File: src/rtl/rst_pulse_gen.sv
// Reset pulse generator: emits a fixed-width reset pulse on request (and optionally at
// power-on), then enforces a recovery hold-off before another pulse may start.
// One request may be queued while busy; a requested sequence ends with a one-cycle ack.
module rst_pulse_gen #(
    parameter int unsigned PULSE_CYCLES   = 128,
    parameter int unsigned HOLDOFF_CYCLES = 64,
    parameter int unsigned CNT_WIDTH      = 16,
    parameter bit          POR_EN         = 1'b1
) (
    input  logic clk,
    input  logic rst_i,
    input  logic req_i,
    output logic rst_o,
    output logic rst_n_o,
    output logic busy_o,
    output logic ack_o
);

    localparam logic [63:0] CntMax = (64'd1 << CNT_WIDTH) - 64'd1;

    // Both durations must fit the shared counter; reject bad configurations at elaboration.
    if (PULSE_CYCLES == 0 || 64'(PULSE_CYCLES) > CntMax) begin : g_bad_pulse
        $error("rst_pulse_gen: PULSE_CYCLES out of range for CNT_WIDTH");
    end
    if (HOLDOFF_CYCLES == 0 || 64'(HOLDOFF_CYCLES) > CntMax) begin : g_bad_holdoff
        $error("rst_pulse_gen: HOLDOFF_CYCLES out of range for CNT_WIDTH");
    end

    localparam logic [CNT_WIDTH-1:0] PulseLast = CNT_WIDTH'(PULSE_CYCLES - 1);
    localparam logic [CNT_WIDTH-1:0] HoldLast  = CNT_WIDTH'(HOLDOFF_CYCLES - 1);

    typedef enum logic [1:0] {
        StIdle,
        StAssert,
        StHold
    } state_e;

    state_e                 state_q, state_d;
    logic [CNT_WIDTH-1:0]   cnt_q, cnt_d;
    logic                   pend_q, pend_d;
    logic                   from_req_q, from_req_d;
    // Set while rst_i is sampled high; the first edge after release then acts as the
    // pulse entry edge, so a POR pulse spans the whole reset plus PULSE_CYCLES.
    logic                   in_rst_q, in_rst_d;
    logic                   rst_q, rst_d;
    logic                   rst_n_q, rst_n_d;
    logic                   busy_q, busy_d;
    logic                   ack_q, ack_d;
    logic                   req_any;

    assign req_any = pend_q | req_i;

    // Next-state and registered-output decode.
    always_comb begin
        state_d    = state_q;
        cnt_d      = cnt_q + CNT_WIDTH'(1);
        pend_d     = pend_q;
        from_req_d = from_req_q;
        in_rst_d   = 1'b0;
        rst_d      = 1'b0;
        busy_d     = 1'b0;
        ack_d      = 1'b0;

        if (rst_i) begin
            in_rst_d   = 1'b1;
            cnt_d      = '0;
            pend_d     = 1'b0;
            from_req_d = 1'b0;
            rst_d      = 1'b1;
            if (POR_EN) begin
                state_d = StAssert;
                busy_d  = 1'b1;
            end else begin
                state_d = StIdle;
                busy_d  = 1'b0;
            end
        end else begin
            case (state_q)
                StIdle: begin
                    cnt_d = '0;
                    if (req_i) begin
                        state_d    = StAssert;
                        from_req_d = 1'b1;
                        rst_d      = 1'b1;
                        busy_d     = 1'b1;
                    end
                end
                StAssert: begin
                    rst_d  = 1'b1;
                    busy_d = 1'b1;
                    pend_d = req_any;
                    if (in_rst_q) begin
                        cnt_d = '0;
                    end else if (cnt_q == PulseLast) begin
                        state_d = StHold;
                        cnt_d   = '0;
                        rst_d   = 1'b0;
                    end
                end
                StHold: begin
                    busy_d = 1'b1;
                    pend_d = req_any;
                    if (cnt_q == HoldLast) begin
                        ack_d = from_req_q;
                        cnt_d = '0;
                        if (req_any) begin
                            // Queued request starts immediately; ack and rise share this edge.
                            state_d    = StAssert;
                            pend_d     = 1'b0;
                            from_req_d = 1'b1;
                            rst_d      = 1'b1;
                        end else begin
                            state_d = StIdle;
                            busy_d  = 1'b0;
                        end
                    end
                end
                default: begin
                    state_d = StIdle;
                    cnt_d   = '0;
                    pend_d  = 1'b0;
                end
            endcase
        end

        rst_n_d = ~rst_d;
    end

    // State, counter and output registers.
    always_ff @(posedge clk) begin
        state_q    <= state_d;
        cnt_q      <= cnt_d;
        pend_q     <= pend_d;
        from_req_q <= from_req_d;
        in_rst_q   <= in_rst_d;
        rst_q      <= rst_d;
        rst_n_q    <= rst_n_d;
        busy_q     <= busy_d;
        ack_q      <= ack_d;
    end

    assign rst_o   = rst_q;
    assign rst_n_o = rst_n_q;
    assign busy_o  = busy_q;
    assign ack_o   = ack_q;

endmodule

File: config.mk
export PLATFORM = sky130hd
export DESIGN_NAME = rst_pulse_gen
export DESIGN_NICKNAME = d
export VERILOG_FILES = /design/src/rtl/rst_pulse_gen.sv
export SDC_FILE = /design/constraint.sdc
export NUM_CORES = 1
export LEC_CHECK = 0
export CORE_UTILIZATION = 55
export DETAILED_ROUTE_END_ITERATION = 10
export GPL_ROUTABILITY_DRIVEN = 0
export PLACE_DENSITY = 0.74
export SYNTH_ARGS = -nofsm -noshare
export SYNTH_HDL_FRONTEND = slang
export SYNTH_SLANG_ARGS = --single-unit
File: constraint.sdc
create_clock -name clk -period 3.3 [get_ports clk]
set_clock_uncertainty 0.2 [all_clocks]
set_input_delay 0.66 -clock clk [delete_from_list [all_inputs] [get_ports clk]]
set_output_delay 0.66 -clock clk [all_outputs]
set_load 0.01 [all_outputs]
==> flow_summary.ini <==
[outcome]
outcome = finished, final reports clean

[clocking]
clkTransAtPathRegs_ns = 0.13
ctsHoldBuffers = 0
cts_root_buffer = clkbuf_4
cts.sinks = 25
clkLatencyLatePin_ns = 0.31
cts_tree = yes
htree_levels = 1
post_cts_resized = 0
clockBufferDepth = 2
cts_buffers = 3
post_cts_buffers = 0

[finish]
fillers = 176
fin_area_mm2 = 0.001297
nets = 150
areaGrowthSynthToFinish_pct = 8.700
layout_commonest_cell = dfxtp_1
final_cell_mix = dfxtp_1 (25), nor2_1 (24), nand2_1 (9)
antenna_cells = 0
layout-drive-gt1-share_pct = 7.092

[grt]
grt_overflow = 0
antenna_found_initial = 0
grt_max_degree = 16
track_usage_pct = 20.17
grt_pass1_wl_mm = 3.732
grt_pass1_vias = 874

[critical_path]
crit_fanout = 4
end_kind = flip-flop
crit_arrival_ns = 2.11
critPathKind = flip-flop to flip-flop
cp-start-kind = flip-flop
crit_required_ns = 3.30

[timing]
rsz0062_at_grt = no
fin_crit_ns = 2.113
hold_viol = 0
post-route-period-util_pct = 64.04
finalSetupViolations = 0
max_freq_mhz = 473.2
fin_tns_setup_ns = 0
drv_slew = 0
slew-limit-headroom_pct = 70.71
tightestPinTransition_ns = 0.4356

[detailed_routing]
first_pass_iters = 4
drt-initial-drc-count = 17
route.detailed.drc = 0
antenna_left = 0
routedWlPerCell_um = 11.93
via_count = 912
wirelength_mm = 2.004
vias_per_cell = 5.429

[yosys]
synth_warnings = 0
synthArstFlopShare_pct = 0
synthCells = 134
synth_top_flop_cell = dfxtp_1
synth.net_count = 142
yosysUniqueCellTypes = 37
synth-edff-count = 0
syn_avg_cell_area_um2 = 8.908
synth_seq_cells = 25
syn-cell-area_mm2 = 0.001194
synth_seq_area_share_pct = 41.93

[die]
dieWidth_um = 48.59
start_util_pct = 59.63
die_y_um = 48.59
dieArea_mm2 = 0.002361
fp.coreArea_mm2 = 0.002002
rows = 16
io_pins = 7

[min_path]
hold_class = flip-flop to flip-flop

[power]
p_per_area_mw_per_mm2 = 612.5
ir_drop_uv = 527.9
cellLeakagePower_uw = 0.0004380

[placement]
dpl.hpwl_mm = 1.483
place_area_mm2 = 0.001271
placement.io_buffers = 6

[job]
cap_viol_max_count = 0
routing by layer:
metal	up-vias	track usage [%]	part of all wire, %
met5	-	0	0
met4	0	8.824	0.60
met3	2	2.830	2.8
met2	16	32.16	45
met1	419	27.22	51
li1	475	-	-
power breakdown:
part | leakage, uW | internal [uW] | switching [uW] | total, uW
Combinational | 0.000220 | 129 | 160 | 289
Sequential | 0.000203 | 348 | 26.6 | 375
Clock | 0.0000150 | 47.1 | 84.0 | 131
stage by stage:
stage | instances | hold WS [ns] | total power, uW | setup slack, ns | util [%]
floorplan | 134 | 0.2137 | 586.4 | 1.454 | -
global placement | 164 | 0.2276 | 656.8 | 1.016 | 63.50
detailed placement | 164 | 0.2265 | 667.3 | 0.9764 | 63.50
CTS | 168 | 0.2512 | 800.2 | 1.189 | 64.81
global route | 168 | 0.2829 | 858.8 | 0.9738 | 64.81
finish | 168 | 0.2491 | 794.8 | 1.187 | 64.81
layout make-up:
class                           count  area, um^2  area share [%]
Timing Repair Buffer                6       60.06           4.629
Multi-Input combinational cell     99       650.6           50.14
Clock buffer                        4       26.28           2.025
Tap cell                           27       33.78           2.604
Sequential cell                    25       500.5           38.57
Inverter                            7       26.28           2.025
worst max-delay path, stage by stage, from the launching register on:
cell     delay, ns
dfxtp_1       0.38
ha_1          0.23
and4_1        0.25
nand3_1       0.19
o31ai_1       0.44
and3_1        0.25
a21oi_1       0.06
kinds of logic (layout without fill, tap and decap cells):
| family | after synthesis | in the layout | share of synthesized area (%) |
|---|---|---|---|
| buf+inv | 10 | 17 | 3.564 |
| compound gates | 22 | 22 | 14.26 |
| simple gates | 59 | 59 | 25.47 |
| flops | 25 | 25 | 41.93 |
| fa+ha+maj | 5 | 5 | 5.241 |
| xor+xnor | 13 | 13 | 9.539 |
Yosys cell counts (all sizes together) (2+ instances only):
master,count,area (um^2)
dfxtp,25,500.5
nand3,7,40.04
nor4,2,27.53
nand2b,3,18.77
ha,5,62.56
buf,2,12.51
o21ai,3,15.01
nand2,9,33.78
a21oi,4,20.02
xor2,5,43.79
nand4,2,12.51
nor2,24,90.09
a31oi,3,18.77
nor3,7,45.04
o21bai,2,15.01
o31ai,2,28.78
inv,7,26.28
xnor2,8,70.07
worst paths after layout:
check	cells past startpoint	end	slack [ns]	from
setup / recovery	6	state_q[0]	1.19	cnt_q[0]
hold / removal	2	ack_o	0.25	from_req_q
setup reg to reg	6	state_q[0]	1.19	cnt_q[0]
hold reg to reg	2	ack_o	0.25	from_req_q
registers in the layout, summed over array words and instances (netlist names):
register,cells
cnt_q,16
ack_o,1
in_rst_q,1
busy_o,1
rst_n_o,1
from_req_q,1
state_q,2
pend_q,1
rst_o,1
Note: power is estimated with default switching activity, not from simulation.
